### src/rtl/core_ctrl_pkg.sv
// Shared types and defaults for the core run controller.
package core_ctrl_pkg;

   typedef enum logic [2:0] {
      IDLE,
      LOAD,
      RESET_HOLD,
      RUN,
      DONE
   } run_state_t;

   localparam int DEF_DATA_WIDTH   = 32;
   localparam int DEF_IMEM_DEPTH   = 64;
   localparam int DEF_RESET_CYCLES = 2;
   localparam int DEF_CNT_WIDTH    = 16;

   // Word-address width for an instruction memory of 'depth' words.
   function automatic int addr_width(input int depth);
      return (depth > 1) ? $clog2(depth) : 1;
   endfunction

endpackage

### src/rtl/core_run_controller_if.sv
// Host/core-facing signal bundle of the run controller.
// master = host side (drives control, program stream and halt),
// slave  = controller side (drives memory writes and core control).
interface core_run_controller_if #(
   parameter int DATA_WIDTH = core_ctrl_pkg::DEF_DATA_WIDTH,
   parameter int IMEM_DEPTH = core_ctrl_pkg::DEF_IMEM_DEPTH,
   parameter int CNT_WIDTH  = core_ctrl_pkg::DEF_CNT_WIDTH
);
   import core_ctrl_pkg::*;

   localparam int AW = addr_width(IMEM_DEPTH);

   logic                  start;
   logic                  abort;
   logic [CNT_WIDTH-1:0]  run_limit;
   logic                  load_valid;
   logic [DATA_WIDTH-1:0] load_data;
   logic                  load_last;
   logic                  load_ready;
   logic                  imem_we;
   logic [AW-1:0]         imem_addr;
   logic [DATA_WIDTH-1:0] imem_wdata;
   logic                  halt;
   logic                  core_rst;
   logic                  core_enable;
   logic                  done;
   logic                  timeout;
   logic [CNT_WIDTH-1:0]  cycle_count;

   modport master (
      output start, abort, run_limit, load_valid, load_data, load_last, halt,
      input  load_ready, imem_we, imem_addr, imem_wdata,
             core_rst, core_enable, done, timeout, cycle_count
   );

   modport slave (
      input  start, abort, run_limit, load_valid, load_data, load_last, halt,
      output load_ready, imem_we, imem_addr, imem_wdata,
             core_rst, core_enable, done, timeout, cycle_count
   );

endinterface

### src/rtl/run_cycle_counter.sv
// Saturating up-counter with synchronous load and a "next value hits limit"
// flag. A limit of zero never hits.
module run_cycle_counter import core_ctrl_pkg::*; #(
   parameter int WIDTH = DEF_CNT_WIDTH
) (
   input  logic             clk_i,
   input  logic             rst_ni,
   input  logic             load_i,
   input  logic [WIDTH-1:0] load_val_i,
   input  logic             inc_i,
   input  logic [WIDTH-1:0] limit_i,
   output logic [WIDTH-1:0] cnt_nxt_o,
   output logic             hit_o
);

   logic [WIDTH-1:0] cnt_q, cnt_d;

   assign cnt_nxt_o = (&cnt_q) ? cnt_q : cnt_q + WIDTH'(1);
   assign hit_o     = (limit_i != '0) && (cnt_nxt_o == limit_i);

   // Load wins over increment.
   always_comb begin
      cnt_d = cnt_q;
      if (load_i)     cnt_d = load_val_i;
      else if (inc_i) cnt_d = cnt_nxt_o;
   end

   // Count register.
   always_ff @(posedge clk_i or negedge rst_ni) begin
      if (!rst_ni) cnt_q <= '0;
      else         cnt_q <= cnt_d;
   end

endmodule

### src/rtl/core_run_controller.sv
// Run controller: streams a program into instruction memory, holds the core
// in reset for RESET_CYCLES, then runs it until halt or the cycle budget.
module core_run_controller import core_ctrl_pkg::*; #(
   parameter int DATA_WIDTH   = DEF_DATA_WIDTH,
   parameter int IMEM_DEPTH   = DEF_IMEM_DEPTH,
   parameter int RESET_CYCLES = DEF_RESET_CYCLES,
   parameter int CNT_WIDTH    = DEF_CNT_WIDTH
) (
   input  logic                 clk,
   input  logic                 rst,
   core_run_controller_if.slave bus
);

   localparam int                   AW        = addr_width(IMEM_DEPTH);
   localparam logic [AW-1:0]        LAST_ADDR = AW'(IMEM_DEPTH - 1);
   localparam logic [CNT_WIDTH-1:0] HOLD_LEN  = CNT_WIDTH'(RESET_CYCLES);

   run_state_t            state_q;
   logic [AW-1:0]         ptr_q;
   logic [CNT_WIDTH-1:0]  limit_q;
   logic                  load_ready_q;
   logic                  imem_we_q;
   logic [AW-1:0]         imem_addr_q;
   logic [DATA_WIDTH-1:0] imem_wdata_q;
   logic                  core_rst_q;
   logic                  core_enable_q;
   logic                  done_q;
   logic                  timeout_q;
   logic [CNT_WIDTH-1:0]  cycle_count_q;

   logic                  accept;
   logic                  load_end;
   logic                  cnt_load;
   logic                  cnt_inc;
   logic [CNT_WIDTH-1:0]  cnt_limit;
   logic [CNT_WIDTH-1:0]  cnt_nxt;
   logic                  cnt_hit;

   // load_ready_q is high exactly while loading, so this is the handshake.
   assign accept   = load_ready_q && bus.load_valid;
   // The word landing in the last slot closes the load even without load_last.
   assign load_end = accept && (bus.load_last || (ptr_q == LAST_ADDR));

   // One counter serves two jobs: the reset-hold length, then the run budget.
   // It is zeroed when the load ends and again when the hold completes.
   always_comb begin
      cnt_load  = 1'b0;
      cnt_inc   = 1'b0;
      cnt_limit = limit_q;
      case (state_q)
         LOAD: cnt_load = load_end;
         RESET_HOLD: begin
            cnt_limit = HOLD_LEN;
            cnt_inc   = 1'b1;
            cnt_load  = cnt_hit;
         end
         RUN:     cnt_inc = 1'b1;
         default: ;
      endcase
   end

   run_cycle_counter #(.WIDTH(CNT_WIDTH)) u_cnt (
      .clk_i      (clk),
      .rst_ni     (rst),
      .load_i     (cnt_load),
      .load_val_i ('0),
      .inc_i      (cnt_inc),
      .limit_i    (cnt_limit),
      .cnt_nxt_o  (cnt_nxt),
      .hit_o      (cnt_hit)
   );

   // Sequencer with registered outputs; abort overrides every state.
   always_ff @(posedge clk or negedge rst) begin
      if (!rst) begin
         state_q       <= IDLE;
         ptr_q         <= '0;
         limit_q       <= '0;
         load_ready_q  <= 1'b0;
         imem_we_q     <= 1'b0;
         imem_addr_q   <= '0;
         imem_wdata_q  <= '0;
         core_rst_q    <= 1'b0;
         core_enable_q <= 1'b0;
         done_q        <= 1'b0;
         timeout_q     <= 1'b0;
         cycle_count_q <= '0;
      end else begin
         imem_we_q <= 1'b0;
         if (bus.abort) begin
            // cycle_count is deliberately kept for post-mortem reading.
            state_q       <= IDLE;
            load_ready_q  <= 1'b0;
            core_rst_q    <= 1'b0;
            core_enable_q <= 1'b0;
            done_q        <= 1'b0;
            timeout_q     <= 1'b0;
         end else begin
            case (state_q)
               IDLE, DONE: begin
                  if (bus.start) begin
                     state_q       <= LOAD;
                     limit_q       <= bus.run_limit;
                     ptr_q         <= '0;
                     load_ready_q  <= 1'b1;
                     core_rst_q    <= 1'b0;
                     core_enable_q <= 1'b0;
                     done_q        <= 1'b0;
                     timeout_q     <= 1'b0;
                     cycle_count_q <= '0;
                  end
               end
               LOAD: begin
                  if (accept) begin
                     imem_we_q    <= 1'b1;
                     imem_addr_q  <= ptr_q;
                     imem_wdata_q <= bus.load_data;
                     ptr_q        <= ptr_q + AW'(1);
                     if (load_end) begin
                        state_q      <= RESET_HOLD;
                        load_ready_q <= 1'b0;
                     end
                  end
               end
               RESET_HOLD: begin
                  if (cnt_hit) begin
                     state_q       <= RUN;
                     core_rst_q    <= 1'b1;
                     core_enable_q <= 1'b1;
                  end
               end
               RUN: begin
                  cycle_count_q <= cnt_nxt;
                  // Halt wins over a coincident budget hit.
                  if (bus.halt || cnt_hit) begin
                     state_q       <= DONE;
                     core_enable_q <= 1'b0;
                     done_q        <= 1'b1;
                     timeout_q     <= !bus.halt;
                  end
               end
               default: state_q <= IDLE;
            endcase
         end
      end
   end

   assign bus.load_ready  = load_ready_q;
   assign bus.imem_we     = imem_we_q;
   assign bus.imem_addr   = imem_addr_q;
   assign bus.imem_wdata  = imem_wdata_q;
   assign bus.core_rst    = core_rst_q;
   assign bus.core_enable = core_enable_q;
   assign bus.done        = done_q;
   assign bus.timeout     = timeout_q;
   assign bus.cycle_count = cycle_count_q;

endmodule

### src/flat_wrapper.sv
// flat-port wrapper written by rule: the top's interface ports become plain ports
module core_run_controller_flat import core_ctrl_pkg::*;
#(
   parameter int DATA_WIDTH   = DEF_DATA_WIDTH,
   parameter int IMEM_DEPTH   = DEF_IMEM_DEPTH,
   parameter int RESET_CYCLES = DEF_RESET_CYCLES,
   parameter int CNT_WIDTH    = DEF_CNT_WIDTH
)
  (clk, rst, bus_start, bus_abort, bus_run_limit, bus_load_valid, bus_load_data, bus_load_last, bus_halt, bus_load_ready, bus_imem_we, bus_imem_addr, bus_imem_wdata, bus_core_rst, bus_core_enable, bus_done, bus_timeout, bus_cycle_count);
  core_run_controller_if #(.DATA_WIDTH(DATA_WIDTH), .IMEM_DEPTH(IMEM_DEPTH), .CNT_WIDTH(CNT_WIDTH)) bus_i ();
  input  logic clk;
  input  logic rst;
  input wire logic [$bits(bus_i.start)-1:0] bus_start;
  input wire logic [$bits(bus_i.abort)-1:0] bus_abort;
  input wire logic [$bits(bus_i.run_limit)-1:0] bus_run_limit;
  input wire logic [$bits(bus_i.load_valid)-1:0] bus_load_valid;
  input wire logic [$bits(bus_i.load_data)-1:0] bus_load_data;
  input wire logic [$bits(bus_i.load_last)-1:0] bus_load_last;
  input wire logic [$bits(bus_i.halt)-1:0] bus_halt;
  output wire logic [$bits(bus_i.load_ready)-1:0] bus_load_ready;
  output wire logic [$bits(bus_i.imem_we)-1:0] bus_imem_we;
  output wire logic [$bits(bus_i.imem_addr)-1:0] bus_imem_addr;
  output wire logic [$bits(bus_i.imem_wdata)-1:0] bus_imem_wdata;
  output wire logic [$bits(bus_i.core_rst)-1:0] bus_core_rst;
  output wire logic [$bits(bus_i.core_enable)-1:0] bus_core_enable;
  output wire logic [$bits(bus_i.done)-1:0] bus_done;
  output wire logic [$bits(bus_i.timeout)-1:0] bus_timeout;
  output wire logic [$bits(bus_i.cycle_count)-1:0] bus_cycle_count;
  assign bus_i.start = bus_start;
  assign bus_i.abort = bus_abort;
  assign bus_i.run_limit = bus_run_limit;
  assign bus_i.load_valid = bus_load_valid;
  assign bus_i.load_data = bus_load_data;
  assign bus_i.load_last = bus_load_last;
  assign bus_i.halt = bus_halt;
  assign bus_load_ready = bus_i.load_ready;
  assign bus_imem_we = bus_i.imem_we;
  assign bus_imem_addr = bus_i.imem_addr;
  assign bus_imem_wdata = bus_i.imem_wdata;
  assign bus_core_rst = bus_i.core_rst;
  assign bus_core_enable = bus_i.core_enable;
  assign bus_done = bus_i.done;
  assign bus_timeout = bus_i.timeout;
  assign bus_cycle_count = bus_i.cycle_count;
  core_run_controller #(.DATA_WIDTH(DATA_WIDTH), .IMEM_DEPTH(IMEM_DEPTH), .RESET_CYCLES(RESET_CYCLES), .CNT_WIDTH(CNT_WIDTH)) u_core (.clk(clk), .rst(rst), .bus(bus_i));
endmodule
### config.mk
export PLATFORM = sky130hd
export DESIGN_NAME = core_run_controller_flat
export DESIGN_NICKNAME = d
export VERILOG_FILES = /design/src/rtl/core_ctrl_pkg.sv /design/src/rtl/core_run_controller_if.sv /design/src/rtl/run_cycle_counter.sv /design/src/rtl/core_run_controller.sv /design/src/flat_wrapper.sv
export SDC_FILE = /design/constraint.sdc
export NUM_CORES = 1
export LEC_CHECK = 0
export ABC_AREA = 0
export BUFFER_PORTS_ARGS = -buffer_cell sky130_fd_sc_hd__buf_2
export CAP_MARGIN = 15
export CELL_PAD_IN_SITES_DETAIL_PLACEMENT = 1
export CELL_PAD_IN_SITES_GLOBAL_PLACEMENT = 1
export CORE_ASPECT_RATIO = 0.6
export CORE_UTILIZATION = 37
export DETAILED_ROUTE_END_ITERATION = 10
export PLACE_DENSITY_LB_ADDON = 0.1
export SLEW_MARGIN = 20
export SYNTH_ARGS = -nofsm -noshare
export SYNTH_HDL_FRONTEND = slang
export SYNTH_SLANG_ARGS = --single-unit
export TNS_END_PERCENT = 30
### constraint.sdc
create_clock -name clk -period 2.96 [get_ports clk]
set_clock_uncertainty 0.1 [all_clocks]
set_input_delay 0.444 -clock clk [delete_from_list [all_inputs] [get_ports clk]]
set_output_delay 0.444 -clock clk [all_outputs]
set_load 0.005 [all_outputs]
[Word level (Yosys, flattened, before mapping)]
Cells that the tools add are included.
Storage, ports and cells
  input bits: 55
  latch bits: 0
  RAM bits: 0
  memories kept: 0
  output and inout port bits: 60
  register bits after elaboration: 101
  memory bits (read-only): 0
Cells by class
  divide/modulo/power cells: 0
  multiplexer cells: 39
  bitwise operators: 1
  equal/unequal tests: 13
  magnitude comparators: 0
  multiply operators: 0
  reduce and logical (&&, ||, !) cells: 27
  add/sub/neg operators: 2
  shift operators: 0
Operators with widths (number)
  2-to-1 mux 16 bit: 5
  case mux 16 bit (2 select lines): 1
  2-to-1 mux 3 bit: 6
  2-to-1 mux 1 bit: 17
  adder 16 x 1 -> 16 bit (second input constant): 1
  equality test 16 bit: 1
  AND reduction 16 bit: 1
  nonzero test 16 bit: 1
  AND reduction 3 bit: 5
  2-to-1 mux 6 bit: 2
  != test 3 x 2 -> 1 bit (second input constant): 4
  case mux 3 bit (4 select lines): 1
  case mux 6 bit (2 select lines): 1
  AND reduction 4 bit: 3
  case mux 1 bit (2 select lines): 5
  nonzero test 3 bit: 3
  adder 6 x 1 -> 6 bit (second input constant): 1
  equality test 3 x 2 -> 1 bit (second input constant): 2
  equality test 6 bit (second input constant): 1
  nonzero test 2 bit: 3
  AND reduction 5 bit: 1
  nonzero test 4 bit: 1
  OR reduction 2 bit: 2
  equality test 3 x 1 -> 1 bit (second input constant): 1
  10 further kinds: 13

[Depth between registers and ports, before layout]
Gate-level depths: netlist (run 1).
  depth in word-level cells: 8
  depth in mapped cells: 12
  mapped depth without buffers: 9

[Hierarchy]
A second synthesis (run 1) with hierarchy kept.
Unflattened totals
  cell total of the unflattened synthesis: 556
  area, all modules: 5512.8 um^2
Modules (own cells, without submodules)
  core_run_controller: instances 1, cells each 331, area an instance 3776.1 um^2, seq. area each 2127.0 um^2
  run_cycle_counter: instances 1, cells each 225, area an instance 1736.7 um^2, seq. area each 400.4 um^2

[Least setup slack after synthesis (run 1)]
Ideal clock, no wire load.
  path type: register to register
  start point: reg u_core.u_cnt.cnt_q[0]
  end point: reg u_core.state_q[1]
  library setup time: 0.139 ns
  buffers on the path: 1
  data arrival time: 2.536 ns
  setup slack: 0.185 ns
  required time: 2.721 ns
  clock period less this slack: 2.775 ns
  stages on the path, launching flop included: 11
  cell sequence: dfrtp_1 > ha_1 > buf_2 > nand3_2 > nor4_1 > mux2i_1 > or2_0 > o2111ai_1 > nor4_2 > a31o_4 > a2111oi_4
Between the ends
  longest elaborated chain between the ends: 7
  elaborated cells on any way between the ends: 9
  those cells by class: add/sub: 1; eq/ne: 3; mux: 1; reduce/logical: 4
RTL lines
  from (decl): line run_cycle_counter.sv:16  | logic [WIDTH-1:0] cnt_q, cnt_d;
  from (signal assigned): line run_cycle_counter.sv:31  | else cnt_q <= cnt_d;
  adder 16 x 1 -> 16 bit / AND reduction 16 bit (equally long branches): line run_cycle_counter.sv:18  | assign cnt_nxt_o = (&cnt_q) ? cnt_q : cnt_q + WIDTH'(1);
  2-to-1 mux 16 bit *: line run_cycle_counter.sv:18
  equality test 16 bit *: line run_cycle_counter.sv:19  | assign hit_o = (limit_i != '0) && (cnt_nxt_o == limit_i);
  logical AND 1 bit *: line run_cycle_counter.sv:19
  logical OR 1 bit: line core_run_controller.sv:135  | if (bus.halt || cnt_hit) begin
  != test 3 x 2 -> 1 bit (no line)
  AND reduction 5 bit (no line) *
  to (signal assigned): line core_run_controller.sv:127  | state_q <= RUN;
  to (signal assigned): line core_run_controller.sv:136  | state_q <= DONE;
  to (signal assigned): line core_run_controller.sv:142  | default: state_q <= IDLE;
  to (decl): line core_run_controller.sv:18  | run_state_t state_q;
Mark *: on every way between the ends. The rest lies on a longest branch, timed or not.
A chain may end at the register's enable or synchronous reset.

[Worst setup path in the final report (run 1)]
  start point: reg u_core.u_cnt.cnt_q[13]
  end point: reg u_core.state_q[1]
Same word-level chain as after synthesis.

==> results of run 1 <==
## power by group through the flow
| stage | registers, W | logic, W | clock network, W |
|---|---|---|---|
| global placement | 0.00201 | 0.00185 | 0 |
| detailed placement | 0.00202 | 0.00190 | 0 |
| finish | 0.00202 | 0.00206 | 0.00123 |
| global route | 0.00207 | 0.00224 | 0.00131 |
| CTS | 0.00201 | 0.00192 | 0.00126 |
| floorplan | 0.00188 | 0.00114 | 0 |
## layer usage
layer | wire length, um | share of wire (%)
met1 | 9630 | 50
met2 | 7800 | 41
met3 | 1470 | 7.7
met4 | 197 | 1.0
met5 | 0 | 0
## what timing repair did
| item | in CTS | in global routing |
|---|---|---|
| setup buffers | 0 | 6 |
| hold buffers | 0 | 0 |
| resized for setup | 5 | 20 |
| endpoints found under the setup margin | 2 | 8 |
| pin swaps | 0 | 2 |
## how the worst min path moves through the flow
stage                     slack (ns)                      from  depth (start not counted)                  endpoint
final                         -0.007                       rst                          1         u_core.limit_q[1]
after global routing            0.03                       rst                          1         u_core.limit_q[7]
after CTS                       0.02                       rst                          1         u_core.limit_q[7]
after detailed placement        0.36  u_core.bus.imem_wdata[7]                          2  u_core.bus.imem_wdata[7]
after global placement          0.35  u_core.bus.imem_wdata[7]                          2  u_core.bus.imem_wdata[7]
after floorplan                 0.05                       rst                          0    u_core.bus.core_enable
## worst register-to-register path: stages, from the launching register on
cell and delay, ns:
dfrtp_2 0.46, nand4_2 0.22, o31ai_1 0.48, o21ai_1 0.29, o21ai_0 0.22, and4b_1 0.22, and4_4 0.22, a31o_4 0.25
a2111oi_4 0.29
## cells in the final DEF (no fill, tap or decap), drive strengths merged, types with 3 or more instances in the layout
cell type    n
nand3       15
o211ai       4
buf        175
xnor2        9
a22o         4
or3          3
a2111oi      3
xor2         7
nor2b        4
nand4b       3
and3        11
a211oi       4
a21oi       23
inv         14
nand2b       6
nand4       18
clkbuf      10
nor3        17
o21ai       32
mux2        14
dfrtp      101
nand2      151
and4         7
a32o         3
nor2        38
or2          4
nor4        12
a31oi        5
mux2i       11
## kinds of logic after synthesis
kind of cell / share of synthesized area (%)
simple gates: 27.8
compound gates: 13.6
fa+ha+maj: 0.461
xor+xnor: 2.58
flops: 46.6
mux: 4.93
buf+inv: 4.10
## registers in the layout, summed over array words and instances (netlist names)
| register | flops |
|---|---|
| u_core.bus.core_rst | 1 |
| u_core.bus.done | 1 |
| u_core.bus.cycle_count | 16 |
| u_core.bus.timeout | 1 |
| u_core.ptr_q | 6 |
| u_core.limit_q | 16 |
| u_core.bus.imem_addr | 6 |
| u_core.bus.core_enable | 1 |
| u_core.bus.imem_wdata | 32 |
| u_core.state_q | 3 |
| u_core.bus.load_ready | 1 |
| u_core.u_cnt.cnt_q | 16 |
| u_core.bus.imem_we | 1 |
## per-stage QoR
stage	hold slack, ns	instance area (um2)	cells	total power [W]	setup TNS, ns
CTS	0.0159	6830	937	0.00519	0
global placement	0.351	6510	921	0.00386	0
global route	0.0321	6960	944	0.00562	-0.0114
finish	-0.00738	6960	944	0.00531	0
floorplan	0.0484	5430	601	0.00302	0
detailed placement	0.356	6510	921	0.00393	-0.0198
## cell type report
cell class	count	share of cell area, %
sequential	101	36.5
clock inverter	6	0.953
multi-input combinational	449	39.8
inverter	11	0.594
timing repair buffer	175	15.2
clock buffer	10	3.44
tap	192	3.45
## cell usage after synthesis (4+ instances only)
| cell type | count |
|---|---|
| a22o_1 | 4 |
| and4_1 | 6 |
| xor2_1 | 7 |
| nand3_1 | 13 |
| nand4_1 | 14 |
| a211oi_1 | 4 |
| nor2b_1 | 4 |
| mux2i_1 | 11 |
| xnor2_1 | 9 |
| nor2_1 | 38 |
| clkbuf_1 | 24 |
| mux2_2 | 14 |
| buf_2 | 8 |
| inv_1 | 11 |
| o211ai_1 | 4 |
| nor4_1 | 9 |
| and3_1 | 11 |
| a21oi_1 | 23 |
| a31oi_1 | 5 |
| o21ai_0 | 32 |
| dfrtp_1 | 101 |
| nor3_1 | 16 |
| nand2b_1 | 6 |
| nand2_1 | 150 |
==> results.toml, run 1 <==
[floorplan]
core_um2 = 14000
row_count = 33
start_util_pct = 38.8
ios = 115
dieArea_um2 = 15200
dieHeight_um = 95.8
die_x_um = 158

[yosys]
ys_ff_latch = 101
ys_seq_area_share_pct = 46.6
synth_ff_type = "dfrtp_1"
synth_top_area_cell = "dfrtp_1"
netlist_area_um2 = 5430
yosysTopAreaCellShare_pct = 46.6
async_reset_ff_share_pct = 100
syn_area_per_cell_um2 = 9.03
synth_warnings = 0
synth_cell_types = 73
ys_top_cells_by_area = "dfrtp_1 (47%), nand2_1 (10%), o21ai_0 (2.9%), mux2_2 (2.9%), nor2_1 (2.6%)"
synthCells = 601
synth_fp_nets = 658
synth_edf_count = 0

[routing]
first_iter_violations = 388
final_antenna_net_count = 0
avgRoutedWirePerCell_um = 20.2
drc = 0
routed_wirelength_um = 19100
vias = 5296
drt_pre_antenna_iters = 5
drt-vias-per-instance = 5.61

[cells_and_area]
syn2layout_area_growth_pct = 28.1
multi_input_area_um2 = 2770
fin_util_pct = 49.7
drive_gt1_share_pct = 33.1
antenna_cells = 0
final_nets = 804
register_area_um2 = 2540
n_fill_cell = 1648

[power]
p_leak_nw = 3.38
vdd_drop_max_mv = 0.284
seq_power_share_pct = 38.1
switching_share_pct = 39.6
p_per_area_nw_per_um2 = 764
switching_power_w = 0.00210
clkPwrFrac_pct = 23.1
p_comb_share_pct = 38.8
p_int_w = 0.00321

[worst_setup_path]
r2r_slack_ns = 0.09
crit_type = "register to register"
critical_path.endpoint = "u_core.state_q[1]"
path_cells = "nand4_2, o31ai_1, o21ai_1, o21ai_0, and4b_1, and4_4, a31o_4, a2111oi_4"
reg2regPathDepth = 8
critical_path_buf_inv_count = 0
startpoint_type = "register"
critical_path_cell_count = 8
cp-end-kind = "register"
rr_endpoint = "u_core.state_q[1]"
worst_ep_required_time_ns = 3.10
slowest_delay_ns = 0.48
startpoint = "u_core.u_cnt.cnt_q[13]"
cp_slowest_cell = "o31ai_1"
worstPathArrival_ns = 3.01
cp_max_fo = 7
reg2reg_from = "u_core.u_cnt.cnt_q[13]"
crit_family = "compound AO/OA/AOI/OAI gates"

[clock_network]
clock_latency_ns = 0.35
cts_tree = "built"
clockBufferDepth = 2
numCtsBuffers = 9
cts_root_buf = "clkbuf_16"
h-tree-depth = 3
clock_sinks = 101
clkTransAtPathRegs_ns = 0.08

[sta]
period_share_pct = 96.8
setup_ws_ns = 0.0945
fmax_mhz = 349
drv_slew = 0
holdWs_ns = -0.00738
finalHoldViolations = 4
final.min_clock_period_ns = 2.87
setup_violations = 0
tightest_slew_ns = 1.11
slew_headroom_pct = 26.0

[global_routing]
grt.met2_usage_pct = 34.8
track_usage_pct = 25.3
grt_pass1_wl_um = 28600
grt_pass1_vias = 5077
antenna_found_initial = 0
grt_util_met3_pct = 5.40
grt_start_max_net_pins = 58
grt.met1_usage_pct = 39.8
overflow = 0
busiest_layer = "met1"

[place]
gp_congestion = 0.946
pre_cts_slack_ns = -0.0198
dpl.hpwl_um = 14500
portBuffers = 114

[outcome]
failed_checks = "negative hold slack"
status = "finished with violations"

[job]
cap_violations = 0

[worst_hold_path]
min_path_type = "primary input to async pin"
Note: power is estimated with default switching activity, not from simulation.
==> inputs of run 2 (changes only) <==
--- a/config.mk
+++ b/config.mk
@@ -10,10 +10,9 @@
 export CAP_MARGIN = 15
 export CELL_PAD_IN_SITES_DETAIL_PLACEMENT = 1
 export CELL_PAD_IN_SITES_GLOBAL_PLACEMENT = 1
-export CORE_ASPECT_RATIO = 0.6
 export CORE_UTILIZATION = 37
 export DETAILED_ROUTE_END_ITERATION = 10
-export PLACE_DENSITY_LB_ADDON = 0.1
+export PLACE_DENSITY = 0.83
 export SLEW_MARGIN = 20
 export SYNTH_ARGS = -nofsm -noshare
 export SYNTH_HDL_FRONTEND = slang
==> results.toml, run 2 (synthesis gave the netlist of run 1 again) <==
[outcome]
status = "complete, no violations"

[clock_network]
clock_sinks = 101
cts_root_buf = "clkbuf_16"
clkTransAtPathRegs_ns = 0.07
numCtsBuffers = 9
clock_latency_ns = 0.36
clockBufferDepth = 2
h-tree-depth = 3
cts_tree = "built"

[worst_setup_path]
startpoint_type = "register"
path_cells = "ha_4, nand3_4, nor4_1, mux2i_1, buf_4, a21oi_1, a31oi_1, nand3_1, nor3b_2, buf_4, o211ai_1"
cp-end-kind = "register"
crit_family = "simple AND/OR/NAND/NOR gates"
cpMostUsedCell = "buf_4"
cp_max_fo = 5
slowest_delay_ns = 0.41
worst_ep_required_time_ns = 3.10
cp_slowest_cell = "dfrtp_1"
critical_path_buf_inv_count = 2
r2r_slack_ns = 0.08
worstPathArrival_ns = 3.01
crit_type = "register to register"

[routing]
avgRoutedWirePerCell_um = 19.7
vias = 5316
drc = 0
routed_wirelength_um = 18700
drt-vias-per-instance = 5.60
drt_pre_antenna_iters = 4
final_antenna_net_count = 0
first_iter_violations = 359

[cells_and_area]
syn2layout_area_growth_pct = 29.4
drive_gt1_share_pct = 34.0
finalNonFillerCells = 950
largest_reg_flops = 32
final_nets = 822
antenna_cells = 0
n_fill_cell = 1662
final_common_cell = "nand2_1"
layout_common_cells = "nand2_1 (150), buf_2 (113), dfrtp_1 (91)"

[place]
gp_congestion = 0.945
pre_cts_slack_ns = -0.217
portBuffers = 114
dpl.hpwl_um = 14400
dp.cells = 926

[sta]
period_share_pct = 97.2
final.min_clock_period_ns = 2.88
fmax_mhz = 348
holdWs_ns = 0.166
setup_violations = 0
fin_tns_setup_ns = 0
finalHoldViolations = 0
setup_ws_ns = 0.0825
drv_slew = 0
slew_headroom_pct = 27.4
tightest_slew_ns = 1.08

[global_routing]
grt_pass1_vias = 5540
grt_start_max_net_pins = 62
track_usage_pct = 25.8
overflow = 0
grt_pass1_wl_um = 29600
antenna_found_initial = 0

[power]
p_comb_share_pct = 39.9
p_per_area_nw_per_um2 = 755
p_int_w = 0.00321
fin_total_pwr_w = 0.00531
switching_power_w = 0.00209
clkPwrFrac_pct = 21.9
seq_power_share_pct = 38.2
vdd_drop_max_mv = 0.377
switching_share_pct = 39.4
p_leak_nw = 3.46

[floorplan]
row_count = 43
start_util_pct = 38.5
ios = 115
dieArea_um2 = 15200
die_x_um = 123
dieHeight_um = 123
core_um2 = 14100

[worst_hold_path]
min_path_type = "primary input to register"

[job]
cap_violations = 0
==> run 2: what timing repair did <==
action | in CTS | in global routing
pin swaps | 0 | 9
gates resized for setup | 2 | 21
setup buffers | 0 | 8
endpoints found under the hold margin | 40 | 0
hold buffers | 1 | 0
setup endpoints to repair | 8 | 8
==> run 2: power by group through the flow <==
stage	clock network, W	registers [W]	logic [W]
3_3_place_gp	0	0.00199	0.00189
5_1_grt	0.00125	0.00206	0.00230
6_report	0.00116	0.00203	0.00212
4_1_cts	0.00119	0.00200	0.00198
3_5_place_dp	0	0.00202	0.00196
2_1_floorplan	0	0.00188	0.00114
==> run 2: final timing paths <==
kind / start / end / depth (start not counted)
setup / recovery: u_core.u_cnt.cnt_q[1] / u_core.state_q[0] / 11
hold / removal: bus_load_data[31] / u_core.bus.imem_wdata[31] / 3
setup reg to reg: u_core.u_cnt.cnt_q[1] / u_core.state_q[0] / 11
hold reg to reg: u_core.bus.imem_wdata[29] / u_core.bus.imem_wdata[29] / 2
max in group asynchronous: rst / u_core.u_cnt.cnt_q[11] / 3
min in group asynchronous: rst / u_core.u_cnt.cnt_q[2] / 2
==> run 2: metal layers <==
metal | GRT usage (%) | share of wire [%] | up-vias
met5 | 0 | 0 | -
met2 | 41.2 | 47 | 197
li1 | - | - | 2447
met4 | 9.41 | 2.5 | 0
met3 | 6.27 | 7.2 | 30
met1 | 33.8 | 43 | 2642
==> run 2: through the flow <==
stage | utilization [%] | cell area [um2]
finish | 49.8 | 7030
global route | 49.8 | 7030
CTS | 48.9 | 6900
detailed placement | 46.8 | 6600
global placement | 46.8 | 6600
floorplan | - | 5430
==> run 2: final cells by class <==
class	instances	area [um2]	share of cell area, %
Clock buffer	9	225	3.21
Clock inverter	7	55.1	0.784
Inverter	11	41.3	0.588
Multi-Input combinational cell	449	2760	39.3
Sequential cell	101	2540	36.2
Tap cell	180	225	3.21
Timing Repair Buffer	193	1180	16.8
==> run 2: worst min-delay path, delay by kind of cell <==
kind / cells / cell delay, ns
simple gates: 2 / 0.08
buf+inv: 1 / 0.07
